==> src/rtl/dbus_timer_slave.sv <==
`default_nettype none
// ============================================================================
//  Module   : dbus_timer_slave
//  Purpose  : dbus register slave. It holds control and scratch registers, a
//             prescaled up-counter with compare match, and a sticky status
//             register that drives an interrupt line. Read data is returned
//             combinationally and writes commit on the rising edge of Clk.
//  Options  : DBUS_WR_ERR_EN adds STATUS[1] (ERR). ERR is set by writes to
//             CNT or to unmapped addresses. This option also adds an ID
//             constant at address 0x07.
//  Revision : 1.0 - initial release
// ============================================================================
module dbus_timer_slave #(
  parameter int DATA_WIDTH = 8,
  parameter int ADDR_WIDTH = 8
) (
  input  logic                  Clk,
  input  logic                  Rst_n,
  input  logic [ADDR_WIDTH-1:0] Addr,
  input  logic [DATA_WIDTH-1:0] Din,
  output logic [DATA_WIDTH-1:0] Dout,
  input  logic                  Wr,
  output logic                  Irq
);

  // Register addresses; the full address is decoded so nothing aliases.
  localparam logic [ADDR_WIDTH-1:0] c_addr_ctrl    = ADDR_WIDTH'(8'h00);
  localparam logic [ADDR_WIDTH-1:0] c_addr_presc   = ADDR_WIDTH'(8'h01);
  localparam logic [ADDR_WIDTH-1:0] c_addr_cnt     = ADDR_WIDTH'(8'h02);
  localparam logic [ADDR_WIDTH-1:0] c_addr_cmp     = ADDR_WIDTH'(8'h03);
  localparam logic [ADDR_WIDTH-1:0] c_addr_status  = ADDR_WIDTH'(8'h04);
  localparam logic [ADDR_WIDTH-1:0] c_addr_scratch = ADDR_WIDTH'(8'h05);

  localparam logic [DATA_WIDTH-1:0] c_one      = DATA_WIDTH'(1);
  // CTRL bit 1 (CLR) is a command and is never stored.
  localparam logic [DATA_WIDTH-1:0] c_clr_mask = DATA_WIDTH'(2);

`ifdef DBUS_WR_ERR_EN
  localparam logic [ADDR_WIDTH-1:0] c_addr_id  = ADDR_WIDTH'(8'h07);
  localparam logic [DATA_WIDTH-1:0] c_id_value = DATA_WIDTH'(8'hA5);
`endif

  // Architectural state
  logic [DATA_WIDTH-1:0] r_ctrl;
  logic [DATA_WIDTH-1:0] r_presc;
  logic [DATA_WIDTH-1:0] r_cnt;
  logic [DATA_WIDTH-1:0] r_cmp;
  logic [DATA_WIDTH-1:0] r_scratch;
  logic [DATA_WIDTH-1:0] r_psc;
  logic                  r_match;
`ifdef DBUS_WR_ERR_EN
  logic                  r_err;
`endif

  // Decode and datapath wires
  logic                  w_wr_ctrl;
  logic                  w_wr_presc;
  logic                  w_wr_cmp;
  logic                  w_wr_status;
  logic                  w_wr_scratch;
  logic                  w_clr;
  logic                  w_en;
  logic                  w_psc_hit;
  logic                  w_tick;
  logic [DATA_WIDTH-1:0] w_cnt_inc;
  logic                  w_match_set;
  logic [DATA_WIDTH-1:0] w_status;

  assign w_wr_ctrl    = Wr & (Addr == c_addr_ctrl);
  assign w_wr_presc   = Wr & (Addr == c_addr_presc);
  assign w_wr_cmp     = Wr & (Addr == c_addr_cmp);
  assign w_wr_status  = Wr & (Addr == c_addr_status);
  assign w_wr_scratch = Wr & (Addr == c_addr_scratch);

  // CLR is self-clearing. It overrides any tick on the same edge.
  assign w_clr       = w_wr_ctrl & Din[1];
  assign w_en        = r_ctrl[0];
  assign w_psc_hit   = (r_psc == r_presc);
  assign w_tick      = w_en & w_psc_hit;
  assign w_cnt_inc   = r_cnt + c_one;
  // Only a tick can raise MATCH. Writing CMP to equal CNT does not raise it.
  assign w_match_set = w_tick & ~w_clr & (w_cnt_inc == r_cmp);

  assign Irq = r_match & r_ctrl[2];

  // CTRL storage; the CLR bit is stripped so it always reads 0
  always_ff @(posedge Clk or negedge Rst_n) begin
    if (!Rst_n) begin
      r_ctrl <= '0;
    end else if (w_wr_ctrl) begin
      r_ctrl <= Din & ~c_clr_mask;
    end
  end

  // PRESC, CMP and SCRATCH are plain R/W registers
  always_ff @(posedge Clk or negedge Rst_n) begin
    if (!Rst_n) begin
      r_presc   <= '0;
      r_cmp     <= '0;
      r_scratch <= '0;
    end else begin
      if (w_wr_presc)   r_presc   <= Din;
      if (w_wr_cmp)     r_cmp     <= Din;
      if (w_wr_scratch) r_scratch <= Din;
    end
  end

  // Prescaler: counts while enabled and returns to 0 on a tick. After a
  // PRESC write it may sit above the new limit; it then wraps naturally.
  always_ff @(posedge Clk or negedge Rst_n) begin
    if (!Rst_n) begin
      r_psc <= '0;
    end else if (w_clr) begin
      r_psc <= '0;
    end else if (w_en) begin
      r_psc <= w_psc_hit ? '0 : (r_psc + c_one);
    end
  end

  // Counter: advances once per tick and wraps from all-ones to zero
  always_ff @(posedge Clk or negedge Rst_n) begin
    if (!Rst_n) begin
      r_cnt <= '0;
    end else if (w_clr) begin
      r_cnt <= '0;
    end else if (w_tick) begin
      r_cnt <= w_cnt_inc;
    end
  end

  // Sticky MATCH flag; a new match beats a write-1-to-clear on the same edge
  always_ff @(posedge Clk or negedge Rst_n) begin
    if (!Rst_n) begin
      r_match <= 1'b0;
    end else if (w_match_set) begin
      r_match <= 1'b1;
    end else if (w_wr_status & Din[0]) begin
      r_match <= 1'b0;
    end
  end

`ifdef DBUS_WR_ERR_EN
  logic w_bad_wr;

  // A write is illegal if it targets CNT or any address outside the map.
  // The ID address is read-only and is deliberately excluded from this check.
  assign w_bad_wr = Wr & ~(Addr == c_addr_ctrl)  & ~(Addr == c_addr_presc)
                       & ~(Addr == c_addr_cmp)   & ~(Addr == c_addr_status)
                       & ~(Addr == c_addr_scratch) & ~(Addr == c_addr_id);

  // Sticky ERR flag; a new error beats a write-1-to-clear on the same edge
  always_ff @(posedge Clk or negedge Rst_n) begin
    if (!Rst_n) begin
      r_err <= 1'b0;
    end else if (w_bad_wr) begin
      r_err <= 1'b1;
    end else if (w_wr_status & Din[1]) begin
      r_err <= 1'b0;
    end
  end
`endif

  // Assemble STATUS from the individual flag bits
  always_comb begin
    w_status    = '0;
    w_status[0] = r_match;
`ifdef DBUS_WR_ERR_EN
    w_status[1] = r_err;
`endif
  end

  // Combinational read mux; unmapped addresses read 0
  always_comb begin
    Dout = '0;
    case (Addr)
      c_addr_ctrl:    Dout = r_ctrl;
      c_addr_presc:   Dout = r_presc;
      c_addr_cnt:     Dout = r_cnt;
      c_addr_cmp:     Dout = r_cmp;
      c_addr_status:  Dout = w_status;
      c_addr_scratch: Dout = r_scratch;
`ifdef DBUS_WR_ERR_EN
      c_addr_id:      Dout = c_id_value;
`endif
      default:        Dout = '0;
    endcase
  end

endmodule
`default_nettype wire

==> config.mk <==
export PLATFORM = sky130hd
export DESIGN_NAME = dbus_timer_slave
export DESIGN_NICKNAME = d
export VERILOG_FILES = /design/src/rtl/dbus_timer_slave.sv
export SDC_FILE = /design/constraint.sdc
export NUM_CORES = 1
export LEC_CHECK = 0
export BUFFER_PORTS_ARGS = -buffer_cell sky130_fd_sc_hd__buf_2
export CORE_AREA = 2 2 58 115
export DETAILED_ROUTE_END_ITERATION = 10
export DIE_AREA = 0 0 60 117
export PLACE_DENSITY = 0.61
export SLEW_MARGIN = 20
export SYNTH_ARGS = -nofsm -noshare
export SYNTH_HDL_FRONTEND = slang
export SYNTH_SLANG_ARGS = --single-unit
==> constraint.sdc <==
create_clock -name Clk -period 3.2 [get_ports Clk]
set_input_delay 0.16 -clock Clk [delete_from_list [all_inputs] [get_ports Clk]]
set_output_delay 0.16 -clock Clk [all_outputs]
set_load 0.005 [all_outputs]
==> results of run 1 <==
==> layer usage <==
metal	track usage	up-vias	share of wire
met5	0	-	0
met4	0.0844	0	0.033
met3	0.0253	17	0.033
met2	0.323	57	0.52
met1	0.258	953	0.41
li1	-	900	-
==> worst max-delay path by stage <==
stage | start | endpoint | slack, ns | cells after the start
finish | r_ctrl[0]$_DFFE_PN0N_ | Dout[0] | 1.17 | 5
global route | r_presc[7]$_DFFE_PN0P_ | r_cnt[3]$_DFFE_PN0P_ | 1.06 | 6
CTS | r_ctrl[0]$_DFFE_PN0N_ | Dout[0] | 1.17 | 5
detailed placement | Addr[5] | r_cmp[3]$_DFFE_PN0P_ | 1.05 | 6
global placement | Addr[5] | r_cmp[2]$_DFFE_PN0P_ | 1.07 | 6
floorplan | Addr[5] | r_cmp[0]$_DFFE_PN0P_ | 1.35 | 5
==> worst register-to-register path: stages, from the launching register on <==
cell	delay, ns
dfrtp_1	0.41
xor2_1	0.19
nor4_1	0.27
buf_4	0.23
nand3_1	0.24
or3_1	0.43
a21oi_1	0.14
==> per-stage QoR <==
step            util  worst slack, ns
4_1_cts        0.494             1.17
3_5_place_dp   0.467             1.05
2_1_floorplan      -             1.35
5_1_grt        0.496             1.06
6_report       0.496             1.17
3_3_place_gp   0.467             1.07
==> registers in the layout, summed over array words and instances (netlist names) <==
register	flops
r_cmp	8
r_cnt	8
r_presc	8
r_psc	8
r_scratch	8
r_ctrl	7
r_match	1
==> power by group <==
| part | internal, W | switching [W] | leakage (nW) |
|---|---|---|---|
| Combinational | 0.000139 | 0.000141 | 0.691 |
| Sequential | 0.000667 | 0.0000772 | 0.592 |
| Clock | 0.000367 | 0.000225 | 0.0798 |
==> cell families (layout without fill, tap and decap cells) <==
group | Yosys count | after routing | share of synthesized area
adders and majority gates | 2 | 2 | 0.00935
buffers and inverters | 12 | 41 | 0.0173
xor gates and xnor gates | 28 | 28 | 0.0917
and+or+nand+nor | 67 | 67 | 0.161
DFF | 48 | 48 | 0.449
muxes | 42 | 42 | 0.204
AOI/OAI and AO/OA | 29 | 29 | 0.0674
==> area by class of cell <==
type,count,area [um2]
clock inverters,3,42.5
multi-input cells,168,1430
repair buffers,31,170
flip-flops and latches,48,1200
well taps,86,108
inverters,2,7.51
clock buffers,5,125
fillers,577,3130
==> cells in the final DEF, fill, tap and decap left out, types with 4 or more instances in the layout <==
master     netlist  layout
nand4_1          9       9
a22o_1           7       7
nor2_1          12      12
and3_1           5       5
nand2_1          7       7
nand3_1          5       5
clkbuf_16        0       5
a21oi_1          9       9
xor2_1          23      23
o21ai_0         10      10
buf_2            1      26
dfrtp_1         48      48
nor3_1           6       6
buf_4            0       4
xnor2_1          5       5
mux2i_1          4       4
mux2_2          31      31
mux4_2           7       7
==> repair_timing <==
action / CTS / global route
hold buffers: 0 / 1
setup endpoints to repair: 0 / 0
hold endpoints to repair: 0 / 48
==> impl_metrics.json, run 1 <==
{
  "dp_hpwl_um": 4370,
  "synth_area_um2": 2680,
  "postCtsResizedCells": 0,
  "synth_ff_type": "dfrtp_1",
  "min_period_over_period": 0.634,
  "rrSetupSlack_ns": 1.21,
  "path_cells": "mux4_2 -> inv_1 -> o21ai_0 -> a22o_1 -> buf_2",
  "wl_um": 6110,
  "power_density_nw_per_um2": 525,
  "fin_area_um2": 3080,
  "synth_warnings": 0,
  "yosysTopAreaCellShare": 0.449,
  "critPathLaunchType": "flip-flop",
  "numCtsBuffers": 5,
  "worst_pin_slew_ns": 0.692,
  "via_per_inst": 5.62,
  "clock_skew_ns": 0.00572,
  "final_net_count": 277,
  "synth.most_common_cell": "dfrtp_1",
  "critPathKind": "flip-flop to output port",
  "grt_setup_unrepaired": "false",
  "min_to": "r_cmp[1]$_DFFE_PN0P_",
  "max_cap_viol_count": 0,
  "outcome": "finished clean",
  "drive_gt1_frac": 0.319,
  "port-buffer-count": 27,
  "fin_cells": 343,
  "die_x_um": 60,
  "place_area_um2": 2900,
  "dpl.cell_count": 334,
  "cts_tree": "built",
  "synth_common_cells": "dfrtp_1, mux2_2, xor2_1",
  "min_path_cells": 2,
  "placeableCoreArea_um2": 6210,
  "dieArea_um2": 7020,
  "ir_drop_mv": 0.278,
  "cpLargestDelayFamily": "flip-flops",
  "first_pass_iters": 4,
  "overflow": 0,
  "p_leak_nw": 1.36,
  "slew_violations": 0,
  "yosysUniqueCellTypes": 37,
  "drt_iter0_drc": 68,
  "power.total_w": 0.00162,
  "path_buf_inv": 2,
  "insertion_delay_ns": 0.29,
  "maxSlewHeadroom": 0.539,
  "wire_per_inst_um": 17.8,
  "clockBufferDepth": 2,
  "drc": 0,
  "synth_area_leaders": "dfrtp_1, mux2_2, xor2_1, mux4_2, a22o_1",
  "hold_viol": 0,
  "postSynthCellCount": 228,
  "cts_sinks": 48,
  "ant_nets": 0,
  "cp-end-kind": "output port",
  "die_y_um": 117,
  "ys_seq_area_frac": 0.449,
  "reg2reg_depth": 6,
  "fmax_mhz": 493,
  "post_cts_buffers": 0,
  "min_period_ns": 2.03,
  "r2r-end": "r_cnt[3]$_DFFE_PN0P_",
  "slowest_stage": "dfrtp_1",
  "async_flop_share": 1.00,
  "min-delay-start": "Din[1]",
  "crit_fanout": 15,
  "antenna_found_initial": 0,
  "cts-root-buf": "clkbuf_16",
  "ys_ff_latch": 48,
  "syn2layout_area_growth_pct": 15.2,
  "setup_viol": 0,
  "hold_slack_ns": 0.144,
  "max_stage_delay_ns": 0.56,
  "syn_avg_cell_area_um2": 11.7,
  "antenna_cells": 0,
  "grt_pass1_wl_um": 10300,
  "vias": 1927,
  "h-tree-depth": 2,
  "worst_r2r_startpoint": "r_presc[0]$_DFFE_PN0P_",
  "synth_edf_count": 0,
  "syn-num-nets": 249,
  "start_util": 0.431,
  "clk_pin_slew_worst_paths_ns": 0.06,
  "crit_arrival_ns": 1.87,
  "track_usage": 0.198,
  "grt_pass1_vias": 1959,
  "cp.required_ns": 3.04,
  "rows": 41,
  "tns_ns": 0,
  "hp-class": "primary input to flip-flop",
  "grt_start_max_net_pins": 49,
  "ios": 28,
  "gp_congestion": 0.813,
  "synth.largest_area_cell": "dfrtp_1"
}
Note: power is estimated with default switching activity, not from simulation.
==> run 2: changes to the inputs <==
--- a/config.mk
+++ b/config.mk
@@ -9,7 +9,7 @@
 export CORE_AREA = 2 2 58 115
 export DETAILED_ROUTE_END_ITERATION = 10
 export DIE_AREA = 0 0 60 117
-export PLACE_DENSITY = 0.61
+export PLACE_DENSITY = 0.63
 export SLEW_MARGIN = 20
 export SYNTH_ARGS = -nofsm -noshare
 export SYNTH_HDL_FRONTEND = slang
==> constraint.sdc (replaced) <==
create_clock -name Clk -period 1.7 [get_ports Clk]
set_input_delay 0.085 -clock Clk [delete_from_list [all_inputs] [get_ports Clk]]
set_output_delay 0.085 -clock Clk [all_outputs]
set_load 0.005 [all_outputs]
==> run 2 against run 1 <==
Effect of this change: the flow now finishes with violations (negative setup slack); cell count is 14% higher; register-to-register slack worse by 1.3 ns; die area unchanged; sequential power grew 83%; first-iteration DRC count grew 15%; core utilization increased by 9.8 points; critical path depth is 1 higher; sequential share of layout area is 6.4 points lower; setup slack got worse by 1.3 ns; highest routed layer unchanged; global-route usage rose by 2.0 points; sequential cell count unchanged; clock skew fell by 0.0017 ns.
==> impl_metrics.json, run 2 (synthesis results as in run 1) <==
{
  "die_y_um": 117,
  "slew_violations": 0,
  "insertion_delay_ns": 0.29,
  "drive_gt1_frac": 0.498,
  "worst_pin_slew_ns": 0.477,
  "crit_arrival_ns": 1.70,
  "die_x_um": 60,
  "dieArea_um2": 7020,
  "critPathLaunchType": "flip-flop",
  "outcome": "finished with violations",
  "comb_power_share": 0.242,
  "rrSetupSlack_ns": -0.06,
  "gp_congestion": 0.753,
  "drt_iter0_drc": 78,
  "worst_r2r_startpoint": "r_presc[3]$_DFFE_PN0P_",
  "violations": "negative setup slack",
  "switching_power_w": 0.000958,
  "syn2layout_area_growth_pct": 38.0,
  "dp_hpwl_um": 4960,
  "fill_cells": 497,
  "antenna_found_initial": 0,
  "clk_pin_slew_worst_paths_ns": 0.07,
  "critPathKind": "flip-flop to output port",
  "wirelength_met1_um": 2700,
  "p_int_w": 0.00271,
  "crit_fanout": 2,
  "cts-root-buf": "clkbuf_16",
  "min_to": "r_presc[3]$_DFFE_PN0P_",
  "met3_length_um": 284,
  "grt_pass1_vias": 2239,
  "grt_start_max_net_pins": 31,
  "reg2reg_depth": 6,
  "start_util": 0.431,
  "final_net_count": 325,
  "hp-class": "primary input to flip-flop",
  "fin_cells": 391,
  "maxSlewHeadroom": 0.682,
  "min-delay-start": "Din[3]",
  "vias": 2184,
  "p_clk_frac": 0.388,
  "cp.required_ns": 1.62,
  "power_density_nw_per_um2": 993,
  "track_usage": 0.217,
  "first_pass_iters": 4,
  "antenna_cells": 0,
  "fmax_mhz": 560,
  "p_sw_frac": 0.261,
  "min_path_cells": 2,
  "crit_start": "r_cnt[0]$_DFFE_PN0P_",
  "power.total_w": 0.00367,
  "cts_tree": "built",
  "ant_nets": 0,
  "layout_commonest_cell": "dfrtp_1",
  "wire_per_inst_um": 18.2,
  "setup_viol": 5,
  "p_seq_frac": 0.370,
  "drc": 0,
  "final_util": 0.595,
  "cts_sinks": 48,
  "grt_pass1_wl_um": 11200,
  "layout_common_cells": "dfrtp_1, buf_4, mux2_2",
  "numCtsBuffers": 5,
  "r2r-end": "r_cnt[3]$_DFFE_PN0P_",
  "tns_ns": -0.228,
  "min_period_over_period": 1.05,
  "wl_um": 7130,
  "rows": 41,
  "clockBufferDepth": 2,
  "overflow": 0,
  "h-tree-depth": 2,
  "placeableCoreArea_um2": 6210,
  "port-buffer-count": 27,
  "ios": 28,
  "dpl.cell_count": 371,
  "met2_length_um": 4000,
  "min_period_ns": 1.78,
  "hold_viol": 0,
  "setup_ws_ns": -0.0842,
  "grt_setup_unrepaired": "true",
  "ir_drop_mv": 0.706,
  "cp-end-kind": "output port",
  "max_cap_viol_count": 0,
  "hold_slack_ns": 0.0680,
  "clock_skew_ns": 0.00401,
  "highest_layer": "met4",
  "p_leak_nw": 1.67,
  "via_per_inst": 5.59
}
==> run 2: how the worst max path moves through the flow <==
stage	slack (ns)	to
3_5_place_dp	-0.18	r_cmp[7]$_DFFE_PN0P_
6_report	-0.08	Dout[0]
3_3_place_gp	-0.12	r_presc[7]$_DFFE_PN0P_
5_1_grt	-0.18	r_cnt[3]$_DFFE_PN0P_
4_1_cts	-0.11	Dout[0]
2_1_floorplan	-0.05	r_cmp[0]$_DFFE_PN0P_
==> run 2: area by class of cell <==
class | instances | area, um2 | area share
multi-input cells | 168 | 1550 | 0.420
flip-flops and latches | 48 | 1200 | 0.326
repair buffers | 79 | 608 | 0.165
clock buffers | 5 | 125 | 0.0339
well taps | 86 | 108 | 0.0291
clock inverters | 3 | 90.1 | 0.0244
inverters | 2 | 7.51 | 0.00203
==> run 2: through the flow <==
step	setup WS (ns)	area, um2
2_1_floorplan	-0.0518	2680
3_3_place_gp	-0.122	3220
3_5_place_dp	-0.182	3220
4_1_cts	-0.107	3530
5_1_grt	-0.178	3690
6_report	-0.0842	3690
==> run 2: power groups by stage <==
| stage | logic, W | registers, W | clock network (W) |
|---|---|---|---|
| 2_1_floorplan | 0.000400 | 0.00137 | 0 |
| 3_3_place_gp | 0.000709 | 0.00137 | 0 |
| 3_5_place_dp | 0.000732 | 0.00137 | 0 |
| 4_1_cts | 0.000778 | 0.00135 | 0.00144 |
| 5_1_grt | 0.000968 | 0.00137 | 0.00149 |
| 6_report | 0.000889 | 0.00136 | 0.00142 |
==> run 2: worst max-delay path: stages, from the launching register on <==
cell     delay, ns
dfrtp_1       0.40
buf_6         0.13
mux4_2        0.46
inv_2         0.07
o21ai_2       0.05
a22o_1        0.19
buf_2         0.13
==> run 2: what timing repair did <==
item	CTS	global route
setup buffers	4	7
pin swaps	6	13
endpoints found under the setup margin	9	24
hold buffers	1	0
hold endpoints to repair	18	0
gates resized for setup	12	32
cloned	1	0
==> run 2: metal layers <==
layer / vias to the layer above / GRT usage
li1: 993 / -
met1: 1112 / 0.260
met2: 69 / 0.392
met3: 10 / 0.0297
met4: 0 / 0.0652
met5: - / 0
